## config.mk

```make
export PLATFORM = sky130hd
export DESIGN_NAME = multicycle_ctrl_flat
export DESIGN_NICKNAME = d
export VERILOG_FILES = /design/src/rtl/multicycle_ctrl_pkg.sv /design/src/rtl/multicycle_ctrl_if.sv /design/src/rtl/multicycle_ctrl_mem_wait_counter.sv /design/src/rtl/multicycle_ctrl.sv /design/src/flat_wrapper.sv
export SDC_FILE = /design/constraint.sdc
export NUM_CORES = 1
export LEC_CHECK = 0
export ABC_AREA = 0
export CAP_MARGIN = 10
export CORE_MARGIN = 2
export CORE_UTILIZATION = 30
export CTS_BUF_LIST = sky130_fd_sc_hd__clkbuf_16
export DETAILED_ROUTE_END_ITERATION = 10
export PLACE_DENSITY = 0.62
export SLEW_MARGIN = 20
export SYNTH_ARGS = -nofsm -noshare
export SYNTH_HDL_FRONTEND = slang
export SYNTH_SLANG_ARGS = --single-unit
```

## constraint.sdc

```tcl
create_clock -name Clk -period 2.5 [get_ports Clk]
set_input_delay 0.375 -clock Clk [delete_from_list [all_inputs] [get_ports Clk]]
set_output_delay 0.375 -clock Clk [all_outputs]
set_load 0.05 [all_outputs]
```

## src/rtl/multicycle_ctrl_pkg.sv

```systemverilog
`default_nettype none
// ============================================================================
//  Module   : ctrl_pkg
//  Purpose  : Shared types and encodings for the multicycle MIPS control FSM:
//             state enumeration, opcode/funct codes, Ula32 selector codes and
//             the PCSource / ALUSrcB mux select codes.
//  Ports    : none (package)
//  Revision : 1.0 - initial release
// ============================================================================
package ctrl_pkg;

  typedef enum logic [4:0] {
    S_RESET     = 5'd0,
    S_FETCH     = 5'd1,
    S_DECODE    = 5'd2,
    S_R_EXEC    = 5'd3,
    S_R_WB      = 5'd4,
    S_ADDI_EXEC = 5'd5,
    S_ADDI_WB   = 5'd6,
    S_MEM_ADDR  = 5'd7,
    S_MEM_READ  = 5'd8,
    S_MEM_WB    = 5'd9,
    S_MEM_WRITE = 5'd10,
    S_BRANCH    = 5'd11,
    S_JUMP      = 5'd12,
    S_EXC       = 5'd13
  } state_t;

  localparam logic [5:0] OP_RTYPE = 6'h00;
  localparam logic [5:0] OP_LW    = 6'h23;
  localparam logic [5:0] OP_SW    = 6'h2B;
  localparam logic [5:0] OP_BEQ   = 6'h04;
  localparam logic [5:0] OP_J     = 6'h02;
  localparam logic [5:0] OP_ADDI  = 6'h08;

  localparam logic [5:0] FN_ADD = 6'h20;
  localparam logic [5:0] FN_SUB = 6'h22;
  localparam logic [5:0] FN_AND = 6'h24;
  localparam logic [5:0] FN_XOR = 6'h26;

  localparam logic [2:0] ALU_ADD = 3'b001;
  localparam logic [2:0] ALU_SUB = 3'b010;
  localparam logic [2:0] ALU_AND = 3'b011;
  localparam logic [2:0] ALU_XOR = 3'b110;

  localparam logic [1:0] PCSRC_ALU    = 2'b00;
  localparam logic [1:0] PCSRC_ALUOUT = 2'b01;
  localparam logic [1:0] PCSRC_JUMP   = 2'b10;
  localparam logic [1:0] PCSRC_EXC    = 2'b11;

  localparam logic [1:0] ALUSRCB_B      = 2'b00;
  localparam logic [1:0] ALUSRCB_FOUR   = 2'b01;
  localparam logic [1:0] ALUSRCB_IMM    = 2'b10;
  localparam logic [1:0] ALUSRCB_IMM_SH = 2'b11;

  // Returns {valid, alu_op} for an R-type funct field. Invalid funct codes
  // return valid=0 and an all-zero selector.
  function automatic logic [3:0] decode_funct(input logic [5:0] funct);
    logic [3:0] res;
    res = 4'b0000;
    case (funct)
      FN_ADD:  res = {1'b1, ALU_ADD};
      FN_SUB:  res = {1'b1, ALU_SUB};
      FN_AND:  res = {1'b1, ALU_AND};
      FN_XOR:  res = {1'b1, ALU_XOR};
      default: res = 4'b0000;
    endcase
    return res;
  endfunction

endpackage
`default_nettype wire

```

## src/rtl/multicycle_ctrl_if.sv

```systemverilog
`default_nettype none
// ============================================================================
//  Module   : multicycle_ctrl_if
//  Purpose  : Control bundle between the multicycle controller and datapath.
//             master = controller side (drives selects/loads, reads flags),
//             slave  = datapath side.
//  Signals  : Op, Funct, Zero, Overflow (datapath -> controller);
//             PCWrite..EPCWrite mux selects and load strobes, Cause, State
//             (controller -> datapath)
//  Revision : 1.0 - initial release
// ============================================================================
interface multicycle_ctrl_if;

  logic [5:0] Op;
  logic [5:0] Funct;
  logic       Zero;
  logic       Overflow;

  logic       PCWrite;
  logic       PCWriteCond;
  logic       IorD;
  logic       MemWrite;
  logic       MemtoReg;
  logic       IRWrite;
  logic       MDRLoad;
  logic       ALoad;
  logic       BLoad;
  logic       ALUOutLoad;
  logic [1:0] PCSource;
  logic [2:0] ALUOp;
  logic       ALUSrcA;
  logic [1:0] ALUSrcB;
  logic       RegWrite;
  logic       RegDst;
  logic       EPCWrite;
  logic       Cause;
  logic [4:0] State;

  modport master (
    input  Op, Funct, Zero, Overflow,
    output PCWrite, PCWriteCond, IorD, MemWrite, MemtoReg, IRWrite, MDRLoad,
           ALoad, BLoad, ALUOutLoad, PCSource, ALUOp, ALUSrcA, ALUSrcB,
           RegWrite, RegDst, EPCWrite, Cause, State
  );

  modport slave (
    output Op, Funct, Zero, Overflow,
    input  PCWrite, PCWriteCond, IorD, MemWrite, MemtoReg, IRWrite, MDRLoad,
           ALoad, BLoad, ALUOutLoad, PCSource, ALUOp, ALUSrcA, ALUSrcB,
           RegWrite, RegDst, EPCWrite, Cause, State
  );

endinterface
`default_nettype wire

```

## src/rtl/multicycle_ctrl_mem_wait_counter.sv

```systemverilog
`default_nettype none
// ============================================================================
//  Module   : mem_wait_counter
//  Purpose  : 3-bit memory wait-state counter shared by FETCH and MEM_READ.
//             Counts up while enabled, saturating at MEM_WAIT; done is high
//             once the count has reached MEM_WAIT (immediately if 0).
//  Ports    : Clk, Reset (sync, active-low), clear, enable, done
//  Revision : 1.0 - initial release
// ============================================================================
module mem_wait_counter #(
  parameter int MEM_WAIT = 1
) (
  input  wire logic Clk,
  input  wire logic Reset,
  input  wire logic clear,
  input  wire logic enable,
  output logic      done
);

  localparam logic [2:0] c_wait_max = 3'(MEM_WAIT);

  logic [2:0] r_count;

  always_ff @(posedge Clk) begin
    if (!Reset || clear) begin
      r_count <= 3'd0;
    end else if (enable && (r_count != c_wait_max)) begin
      r_count <= r_count + 3'd1;
    end
  end

  assign done = (r_count == c_wait_max);

endmodule
`default_nettype wire

```

## src/rtl/multicycle_ctrl.sv

```systemverilog
`default_nettype none
// ============================================================================
//  Module   : multicycle_ctrl
//  Purpose  : Main control FSM for the multicycle MIPS datapath. Sequences
//             fetch/decode/execute, drives every mux select and register
//             load, inserts MEM_WAIT wait states on memory reads and enters
//             an exception state on overflow or illegal opcode/funct.
//  Ports    : Clk   - system clock (rising edge)
//             Reset - synchronous, active-low
//             bus   - multicycle_ctrl_if.master (flags in, controls out)
//  Revision : 1.0 - initial release
// ============================================================================
module multicycle_ctrl
  import ctrl_pkg::*;
#(
  parameter int         MEM_WAIT       = 1,
  parameter logic [1:0] EXC_VECTOR_SEL = 2'b11
) (
  input  wire logic           Clk,
  input  wire logic           Reset,
  multicycle_ctrl_if.master   bus
);

  state_t     r_state;
  state_t     w_next_state;
  logic       r_cause;
  logic       w_cause_load;
  logic       w_cause_val;
  logic       w_wait_done;
  logic       w_wait_clear;
  logic       w_wait_en;
  logic [3:0] w_fn_dec;
  logic       w_fn_arith;
  logic       w_unused_zero;

  // Zero is gated with PCWriteCond outside the controller.
  assign w_unused_zero = bus.Zero;

  assign w_fn_dec   = decode_funct(bus.Funct);
  assign w_fn_arith = (bus.Funct == FN_ADD) || (bus.Funct == FN_SUB);

  // Counter restarts on every state change so each FETCH / MEM_READ visit
  // begins at zero.
  assign w_wait_clear = (w_next_state != r_state);
  assign w_wait_en    = (r_state == S_FETCH) || (r_state == S_MEM_READ);

  mem_wait_counter #(
    .MEM_WAIT (MEM_WAIT)
  ) u_wait (
    .Clk    (Clk),
    .Reset  (Reset),
    .clear  (w_wait_clear),
    .enable (w_wait_en),
    .done   (w_wait_done)
  );

  always_ff @(posedge Clk) begin
    if (!Reset) begin
      r_state <= S_RESET;
      r_cause <= 1'b0;
    end else begin
      r_state <= w_next_state;
      if (w_cause_load) begin
        r_cause <= w_cause_val;
      end
    end
  end

  assign bus.State = r_state;
  assign bus.Cause = r_cause;

  always_comb begin
    w_next_state    = r_state;
    w_cause_load    = 1'b0;
    w_cause_val     = 1'b0;
    bus.PCWrite     = 1'b0;
    bus.PCWriteCond = 1'b0;
    bus.IorD        = 1'b0;
    bus.MemWrite    = 1'b0;
    bus.MemtoReg    = 1'b0;
    bus.IRWrite     = 1'b0;
    bus.MDRLoad     = 1'b0;
    bus.ALoad       = 1'b0;
    bus.BLoad       = 1'b0;
    bus.ALUOutLoad  = 1'b0;
    bus.PCSource    = PCSRC_ALU;
    bus.ALUOp       = 3'b000;
    bus.ALUSrcA     = 1'b0;
    bus.ALUSrcB     = ALUSRCB_B;
    bus.RegWrite    = 1'b0;
    bus.RegDst      = 1'b0;
    bus.EPCWrite    = 1'b0;

    case (r_state)
      S_RESET: begin
        w_next_state = S_FETCH;
      end

      S_FETCH: begin
        bus.ALUSrcB = ALUSRCB_FOUR;
        bus.ALUOp   = ALU_ADD;
        if (w_wait_done) begin
          bus.IRWrite  = 1'b1;
          bus.PCWrite  = 1'b1;
          w_next_state = S_DECODE;
        end
      end

      S_DECODE: begin
        // Speculative branch target into ALUOut while A/B load.
        bus.ALoad      = 1'b1;
        bus.BLoad      = 1'b1;
        bus.ALUSrcB    = ALUSRCB_IMM_SH;
        bus.ALUOp      = ALU_ADD;
        bus.ALUOutLoad = 1'b1;
        case (bus.Op)
          OP_RTYPE:     w_next_state = S_R_EXEC;
          OP_LW, OP_SW: w_next_state = S_MEM_ADDR;
          OP_BEQ:       w_next_state = S_BRANCH;
          OP_J:         w_next_state = S_JUMP;
          OP_ADDI:      w_next_state = S_ADDI_EXEC;
          default: begin
            w_next_state = S_EXC;
            w_cause_load = 1'b1;
            w_cause_val  = 1'b0;
          end
        endcase
      end

      S_R_EXEC: begin
        bus.ALUSrcA = 1'b1;
        bus.ALUSrcB = ALUSRCB_B;
        if (!w_fn_dec[3]) begin
          w_next_state = S_EXC;
          w_cause_load = 1'b1;
          w_cause_val  = 1'b0;
        end else begin
          bus.ALUOp      = w_fn_dec[2:0];
          bus.ALUOutLoad = 1'b1;
          if (bus.Overflow && w_fn_arith) begin
            w_next_state = S_EXC;
            w_cause_load = 1'b1;
            w_cause_val  = 1'b1;
          end else begin
            w_next_state = S_R_WB;
          end
        end
      end

      S_R_WB: begin
        bus.RegWrite = 1'b1;
        bus.RegDst   = 1'b1;
        w_next_state = S_FETCH;
      end

      S_ADDI_EXEC: begin
        bus.ALUSrcA    = 1'b1;
        bus.ALUSrcB    = ALUSRCB_IMM;
        bus.ALUOp      = ALU_ADD;
        bus.ALUOutLoad = 1'b1;
        if (bus.Overflow) begin
          w_next_state = S_EXC;
          w_cause_load = 1'b1;
          w_cause_val  = 1'b1;
        end else begin
          w_next_state = S_ADDI_WB;
        end
      end

      S_ADDI_WB: begin
        bus.RegWrite = 1'b1;
        w_next_state = S_FETCH;
      end

      S_MEM_ADDR: begin
        // Address arithmetic never traps on overflow.
        bus.ALUSrcA    = 1'b1;
        bus.ALUSrcB    = ALUSRCB_IMM;
        bus.ALUOp      = ALU_ADD;
        bus.ALUOutLoad = 1'b1;
        w_next_state   = (bus.Op == OP_SW) ? S_MEM_WRITE : S_MEM_READ;
      end

      S_MEM_READ: begin
        bus.IorD = 1'b1;
        if (w_wait_done) begin
          bus.MDRLoad  = 1'b1;
          w_next_state = S_MEM_WB;
        end
      end

      S_MEM_WB: begin
        bus.RegWrite = 1'b1;
        bus.MemtoReg = 1'b1;
        w_next_state = S_FETCH;
      end

      S_MEM_WRITE: begin
        bus.IorD     = 1'b1;
        bus.MemWrite = 1'b1;
        w_next_state = S_FETCH;
      end

      S_BRANCH: begin
        bus.ALUSrcA     = 1'b1;
        bus.ALUSrcB     = ALUSRCB_B;
        bus.ALUOp       = ALU_SUB;
        bus.PCWriteCond = 1'b1;
        bus.PCSource    = PCSRC_ALUOUT;
        w_next_state    = S_FETCH;
      end

      S_JUMP: begin
        bus.PCWrite  = 1'b1;
        bus.PCSource = PCSRC_JUMP;
        w_next_state = S_FETCH;
      end

      S_EXC: begin
        bus.EPCWrite = 1'b1;
        bus.PCWrite  = 1'b1;
        bus.PCSource = EXC_VECTOR_SEL;
        w_next_state = S_FETCH;
      end

      default: begin
        w_next_state = S_RESET;
      end
    endcase
  end

endmodule
`default_nettype wire
```

## src/flat_wrapper.sv

```systemverilog
// flat-port wrapper written by rule: the top's interface ports become plain ports
module multicycle_ctrl_flat import ctrl_pkg::*;
#(
  parameter int         MEM_WAIT       = 1,
  parameter logic [1:0] EXC_VECTOR_SEL = 2'b11
)
  (Clk, Reset, bus_Op, bus_Funct, bus_Zero, bus_Overflow, bus_PCWrite, bus_PCWriteCond, bus_IorD, bus_MemWrite, bus_MemtoReg, bus_IRWrite, bus_MDRLoad, bus_ALoad, bus_BLoad, bus_ALUOutLoad, bus_PCSource, bus_ALUOp, bus_ALUSrcA, bus_ALUSrcB, bus_RegWrite, bus_RegDst, bus_EPCWrite, bus_Cause, bus_State);
  multicycle_ctrl_if bus_i ();
  input  wire logic Clk;
  input  wire logic Reset;
  input wire logic [$bits(bus_i.Op)-1:0] bus_Op;
  input wire logic [$bits(bus_i.Funct)-1:0] bus_Funct;
  input wire logic [$bits(bus_i.Zero)-1:0] bus_Zero;
  input wire logic [$bits(bus_i.Overflow)-1:0] bus_Overflow;
  output wire logic [$bits(bus_i.PCWrite)-1:0] bus_PCWrite;
  output wire logic [$bits(bus_i.PCWriteCond)-1:0] bus_PCWriteCond;
  output wire logic [$bits(bus_i.IorD)-1:0] bus_IorD;
  output wire logic [$bits(bus_i.MemWrite)-1:0] bus_MemWrite;
  output wire logic [$bits(bus_i.MemtoReg)-1:0] bus_MemtoReg;
  output wire logic [$bits(bus_i.IRWrite)-1:0] bus_IRWrite;
  output wire logic [$bits(bus_i.MDRLoad)-1:0] bus_MDRLoad;
  output wire logic [$bits(bus_i.ALoad)-1:0] bus_ALoad;
  output wire logic [$bits(bus_i.BLoad)-1:0] bus_BLoad;
  output wire logic [$bits(bus_i.ALUOutLoad)-1:0] bus_ALUOutLoad;
  output wire logic [$bits(bus_i.PCSource)-1:0] bus_PCSource;
  output wire logic [$bits(bus_i.ALUOp)-1:0] bus_ALUOp;
  output wire logic [$bits(bus_i.ALUSrcA)-1:0] bus_ALUSrcA;
  output wire logic [$bits(bus_i.ALUSrcB)-1:0] bus_ALUSrcB;
  output wire logic [$bits(bus_i.RegWrite)-1:0] bus_RegWrite;
  output wire logic [$bits(bus_i.RegDst)-1:0] bus_RegDst;
  output wire logic [$bits(bus_i.EPCWrite)-1:0] bus_EPCWrite;
  output wire logic [$bits(bus_i.Cause)-1:0] bus_Cause;
  output wire logic [$bits(bus_i.State)-1:0] bus_State;
  assign bus_i.Op = bus_Op;
  assign bus_i.Funct = bus_Funct;
  assign bus_i.Zero = bus_Zero;
  assign bus_i.Overflow = bus_Overflow;
  assign bus_PCWrite = bus_i.PCWrite;
  assign bus_PCWriteCond = bus_i.PCWriteCond;
  assign bus_IorD = bus_i.IorD;
  assign bus_MemWrite = bus_i.MemWrite;
  assign bus_MemtoReg = bus_i.MemtoReg;
  assign bus_IRWrite = bus_i.IRWrite;
  assign bus_MDRLoad = bus_i.MDRLoad;
  assign bus_ALoad = bus_i.ALoad;
  assign bus_BLoad = bus_i.BLoad;
  assign bus_ALUOutLoad = bus_i.ALUOutLoad;
  assign bus_PCSource = bus_i.PCSource;
  assign bus_ALUOp = bus_i.ALUOp;
  assign bus_ALUSrcA = bus_i.ALUSrcA;
  assign bus_ALUSrcB = bus_i.ALUSrcB;
  assign bus_RegWrite = bus_i.RegWrite;
  assign bus_RegDst = bus_i.RegDst;
  assign bus_EPCWrite = bus_i.EPCWrite;
  assign bus_Cause = bus_i.Cause;
  assign bus_State = bus_i.State;
  multicycle_ctrl #(.MEM_WAIT(MEM_WAIT), .EXC_VECTOR_SEL(EXC_VECTOR_SEL)) u_core (.Clk(Clk), .Reset(Reset), .bus(bus_i));
endmodule
```

Word-level counts from Yosys, hierarchy flattened --
Index checks and enable logic that the tools add are counted.
Word-level totals: register bits 9, input bits 16, output and inout bits 27, word-level logic and storage cells 82
Cells by class: $add $sub $neg 1, equal/unequal tests 25, multiplexer cells 35, reductions and logical operators 18
Operator list (number):
- $eq A6 B6 Y1 const B | 6
- $pmux W5 S7 | 1
- $eq A5 B4 Y1 const B | 6
- $eq A5 B3 Y1 const B | 4
- $pmux W4 S5 | 1
- $mux W1 | 18
- $pmux W4 S4 | 1
- $mux W5 | 3
- $pmux W2 S3 | 2
- $eq A5 B2 Y1 const B | 2
- $pmux W3 S3 | 1
- $mux W4 | 2
- $reduce_or A2 Y1 | 4
- $reduce_or A4 Y1 | 2
- $reduce_or A8 Y1 | 1
- $eq A6 B2 Y1 const B | 1
- $eq A6 B3 Y1 const B | 1
- $eq A6 B4 Y1 const B | 1
- $logic_not A6 Y1 | 1
- $pmux W1 S2 | 3
- $reduce_or A3 Y1 | 2
- $reduce_or A6 Y1 | 1
- $eq A5 B1 Y1 const B | 1
- $logic_not A5 Y1 | 1
- 10 further kinds | 13

Logic depth before layout (Yosys ltp) --
Gate-level depths: netlist of the first run.
word-level depth 8, depth in mapped cells 8, depth with buffers taken out 8

Modules after synthesis --
Synthesis of the first run repeated with hierarchy kept, for this count alone.
Second synthesis, totals: cells, all modules 137, area total of the unflattened synthesis 938.4 µm²
By module, submodules not included:
- multicycle_ctrl | instances 1, cells an instance 117, area each 773.2 µm², seq. area each 120.1 µm²
- mem_wait_counter | instances 1, cells an instance 20, area each 165.2 µm², seq. area each 60.1 µm²

Least setup slack after synthesis of the first run --
Ideal clock, no wire load.
path kind register -> output, start point register u_core.r_state[3], in the netlist u_core.bus.State[3], end point output port bus_ALUOp[1], arrival 3.508 ns, data required time 2.125 ns, path slack -1.383 ns, stages on the path, launching flop included 4, buffers on the path 1, path through dfxtp_1 -> buf_2 -> inv_1 -> a2111oi_0
On the way: word-level cells in the longest chain between the ends 3, elaborated cells on any way between the ends 8, those cells by class eq/ne: 6; mux: 1; reduce/logical: 1
Ends and longest elaborated chain:
- from (decl) | line multicycle_ctrl.sv:24 | state_t r_state;
- from (signal assigned) | line multicycle_ctrl.sv:62 | r_state <= w_next_state;
- $eq A5 B3 Y1 (tied with other cells) | line multicycle_ctrl.sv:94 | case (r_state)
- $reduce_or A4 Y1 (no source line)
- $pmux W3 S3 * | line multicycle_ctrl.sv:94
- to (decl) | line flat_wrapper.sv:26 | output wire logic [$bits(bus_i.ALUOp)-1:0] bus_ALUOp;
Mark *: on every way between the ends. The rest lies on a longest branch, timed or not.

Worst setup path after layout of the first run --
start point input port bus_Funct[0], end point output port bus_ALUOp[1]
On the way: word-level cells in the longest chain between the ends 4, elaborated cells on any way between the ends 7, those cells by class eq/ne: 4; mux: 3
Ends and longest elaborated chain:
- from (decl) | line flat_wrapper.sv:12 | input wire logic [$bits(bus_i.Funct)-1:0] bus_Funct;
- $eq A6 B6 Y1 | line multicycle_ctrl_pkg.sv:61 | case (funct)
- $pmux W4 S4 * | line multicycle_ctrl_pkg.sv:61
- $mux W3 * | line multicycle_ctrl.sv:133 | if (!w_fn_dec[3]) begin
- $pmux W3 S3 * | line multicycle_ctrl.sv:94
Marked as above.

==> metrics.csv, run 1 <==
metric;value;unit
# diodes;0;
leakage power total;0.684;nW
DR iter-0 viols;28;
die width;61.8;um
placed inst area;1650;um2
Inst Count DP;219;
WL final;3.08;mm
Worst Path Required;2.12;ns
fin crit period;2.32;ns
DR WL/cell;13.8;um
Max Root-Sink Buffers;2;
clock root buffer;clkbuf_16;
routability congestion estimate;0.880;
warnings from Yosys;0;
row count;20;
Worst-Skew Late Latency;0.24;ns
layout cell share with drive strength beyond 1;30.2;%
critical path type;in2out;
fin area;1730;um2
final hold vios;0;
Max Cap Viol;0;
CP max FO;2;
io pins;43;
Post-Syn Area;1000;um2
worst vdd ir;0.311;mV
Critical Path AT;1.94;ns
Slew HR;64.1;%
syn_nets;151;
CTS tree;done;
commonest non-fill, non-tap cells in the layout;clkdlybuf4s50_1 (21), nand2_1 (16), buf_4 (16);
CTS buffer count;3;
Die ar.;3820;um2
Yosys top cell by area;dfxtp_1;
commonest non-fill, non-tap cell in the layout;clkdlybuf4s50_1;
die height;61.8;um
Max Slew Vio Count;0;
Critical Path Max Stage Delay;0.49;ns
Seq/Total Area, Yosys;18.0;%
slowest cell on the critical path;a2111oi_2;
Critical Path Sink Type;primary output;
Yosys cell types;53;
RSZ-0062 raised after global routing;false;
Hold Path Class;reg2reg;
Synth Area per Inst;7.54;um2
Starting Density;32.1;%
HPWL after DPL;2.52;mm
Final Core Density;55.2;%
vias in the first global route;1088;
worst-margin pin slew;0.537;ns
Power Total;0.559;mW
most used flip-flop cell after synthesis;dfxtp_1;
Fmax;431;MHz
final worst-path setup slack;0.180;ns
antenna-violating nets left;0;
Async SR Flop Fraction;0;%
status;complete, no violations;
power per cell area;324;nW/um2
clk_skew;0.00104;ns
drt drc;0;
first-pass GRT wire length;5.12;mm
Tcrit/Tclk final;92.8;%
Clk pin slew, worst setup/hold paths;0.04;ns
CORE AREA;3130;um2
Largest delay share family, worst path;buffers and inverters;
via count;1131;
total grt overflow;0;
fin cells;223;
number of synthesized flops with an enable pin;0;
H-tree Lvls;1;
initial antenna violation count;0;
Buffers on Ports;41;
post-CTS setup buffer count;0;
post-synthesis register bit count;9;
First-pass DRT Iterations;4;
pin count of the biggest net entering global routing;18;
Place WS;0.157;ns
Avg Vias per Cell;5.07;
Fill cells;292;
CP Buf/Inv Count;2;
crit-path cells;clkdlybuf4s50_1 > nor4b_4 > o21ai_0 > a2111oi_2 > buf_12;
Area growth syn-to-layout;71.9;%
Total GRT Usage;18.0;%
Setup Viol. Count Final;0;
post-synth top area share;18.0;%
Cells after Synth;133;
clock sinks;9;
CP startpoint kind;primary input;
Nets;198;
main area contributors after synthesis;dfxtp_1 (18%), nand2_1 (6.0%), nor4b_4 (4.7%);
## tightest hold or removal path: cells and delay by family (launching register included)
kind	cells	cell delay (ns)
flops	1	0.36
xor+xnor	1	0.08
simple gates	2	0.10
## metrics by stage
step | setup TNS, ns | hold slack, ns
after floorplan | -0.200 | 0.489
after CTS | 0 | 0.593
after global routing | 0 | 0.637
after global placement | 0 | 0.576
after detailed placement | 0 | 0.584
final | 0 | 0.584
## flip-flops by register name, summed over array words and instances (netlist names)
register,cells
u_core.bus.State,5
u_core.u_wait.r_count,3
u_core.bus.Cause,1
## power by group
| group | total, mW | internal, mW | switching (mW) |
|---|---|---|---|
| combinational | 0.120 | 0.0565 | 0.0633 |
| clock | 0.284 | 0.209 | 0.0749 |
| sequential | 0.155 | 0.147 | 0.00750 |
## cells in the mapped netlist (3+ instances only)
cell type / count
nand2b_1: 5
inv_1: 7
o21ai_0: 6
a21oi_1: 5
nor2_1: 12
buf_2: 3
nand2_1: 16
dfxtp_1: 9
xnor2_1: 4
nor3_1: 8
nor2b_1: 3
## layer usage
layer | vias to the layer above | wire (um) | global-route usage [%]
met5 | - | 0 | 0
met4 | 0 | 59 | 8.21
met3 | 5 | 157 | 1.45
met2 | 37 | 1440 | 30.7
met1 | 513 | 1420 | 23.1
li1 | 576 | - | -
## layout make-up
class / count / area, um2 / area share (%)
multi-input cells: 109 / 808 / 46.8
repair buffers: 49 / 571 / 33.1
flip-flops and latches: 9 / 183 / 10.6
clock buffers: 3 / 75.1 / 4.35
well taps: 44 / 55.1 / 3.19
inverters: 8 / 30.0 / 1.74
clock inverters: 1 / 3.75 / 0.218
## worst paths after layout
path / from / slack [ns] / to / depth (start not counted)
setup / recovery: bus_Funct[0] / 0.18 / bus_ALUOp[1] / 5
hold / removal: u_core.u_wait.r_count[2] / 0.58 / u_core.u_wait.r_count[2] / 3
setup reg to reg: u_core.bus.State[2] / 0.43 / u_core.u_wait.r_count[1] / 6
hold reg to reg: u_core.u_wait.r_count[2] / 0.58 / u_core.u_wait.r_count[2] / 3
## logic make-up after synthesis
family	Yosys count	share of synthesized area (%)
flops	9	18.0
xor+xnor	6	5.24
other cells	1	0.374
compound gates	31	23.4
fa+ha+maj	2	2.49
buf+inv	15	7.11
simple gates	67	41.4
mux	2	2.00
## what timing repair did
action	4_1_cts	5_1_grt
endpoints found under the setup margin	0	2
resized for setup	0	1
hold buffers	0	0
Power figures use the tool's default switching activity.
==> run 2: changes to the inputs <==
--- a/config.mk
+++ b/config.mk
@@ -11,6 +11,8 @@
 export CORE_UTILIZATION = 30
 export CTS_BUF_LIST = sky130_fd_sc_hd__clkbuf_16
 export DETAILED_ROUTE_END_ITERATION = 10
+export GPL_ROUTABILITY_DRIVEN = 0
+export HOLD_SLACK_MARGIN = 0.12
 export PLACE_DENSITY = 0.62
 export SLEW_MARGIN = 20
 export SYNTH_ARGS = -nofsm -noshare
==> results of run 2 <==
The final DEF is identical to that of run 1; final timing and power are the same.
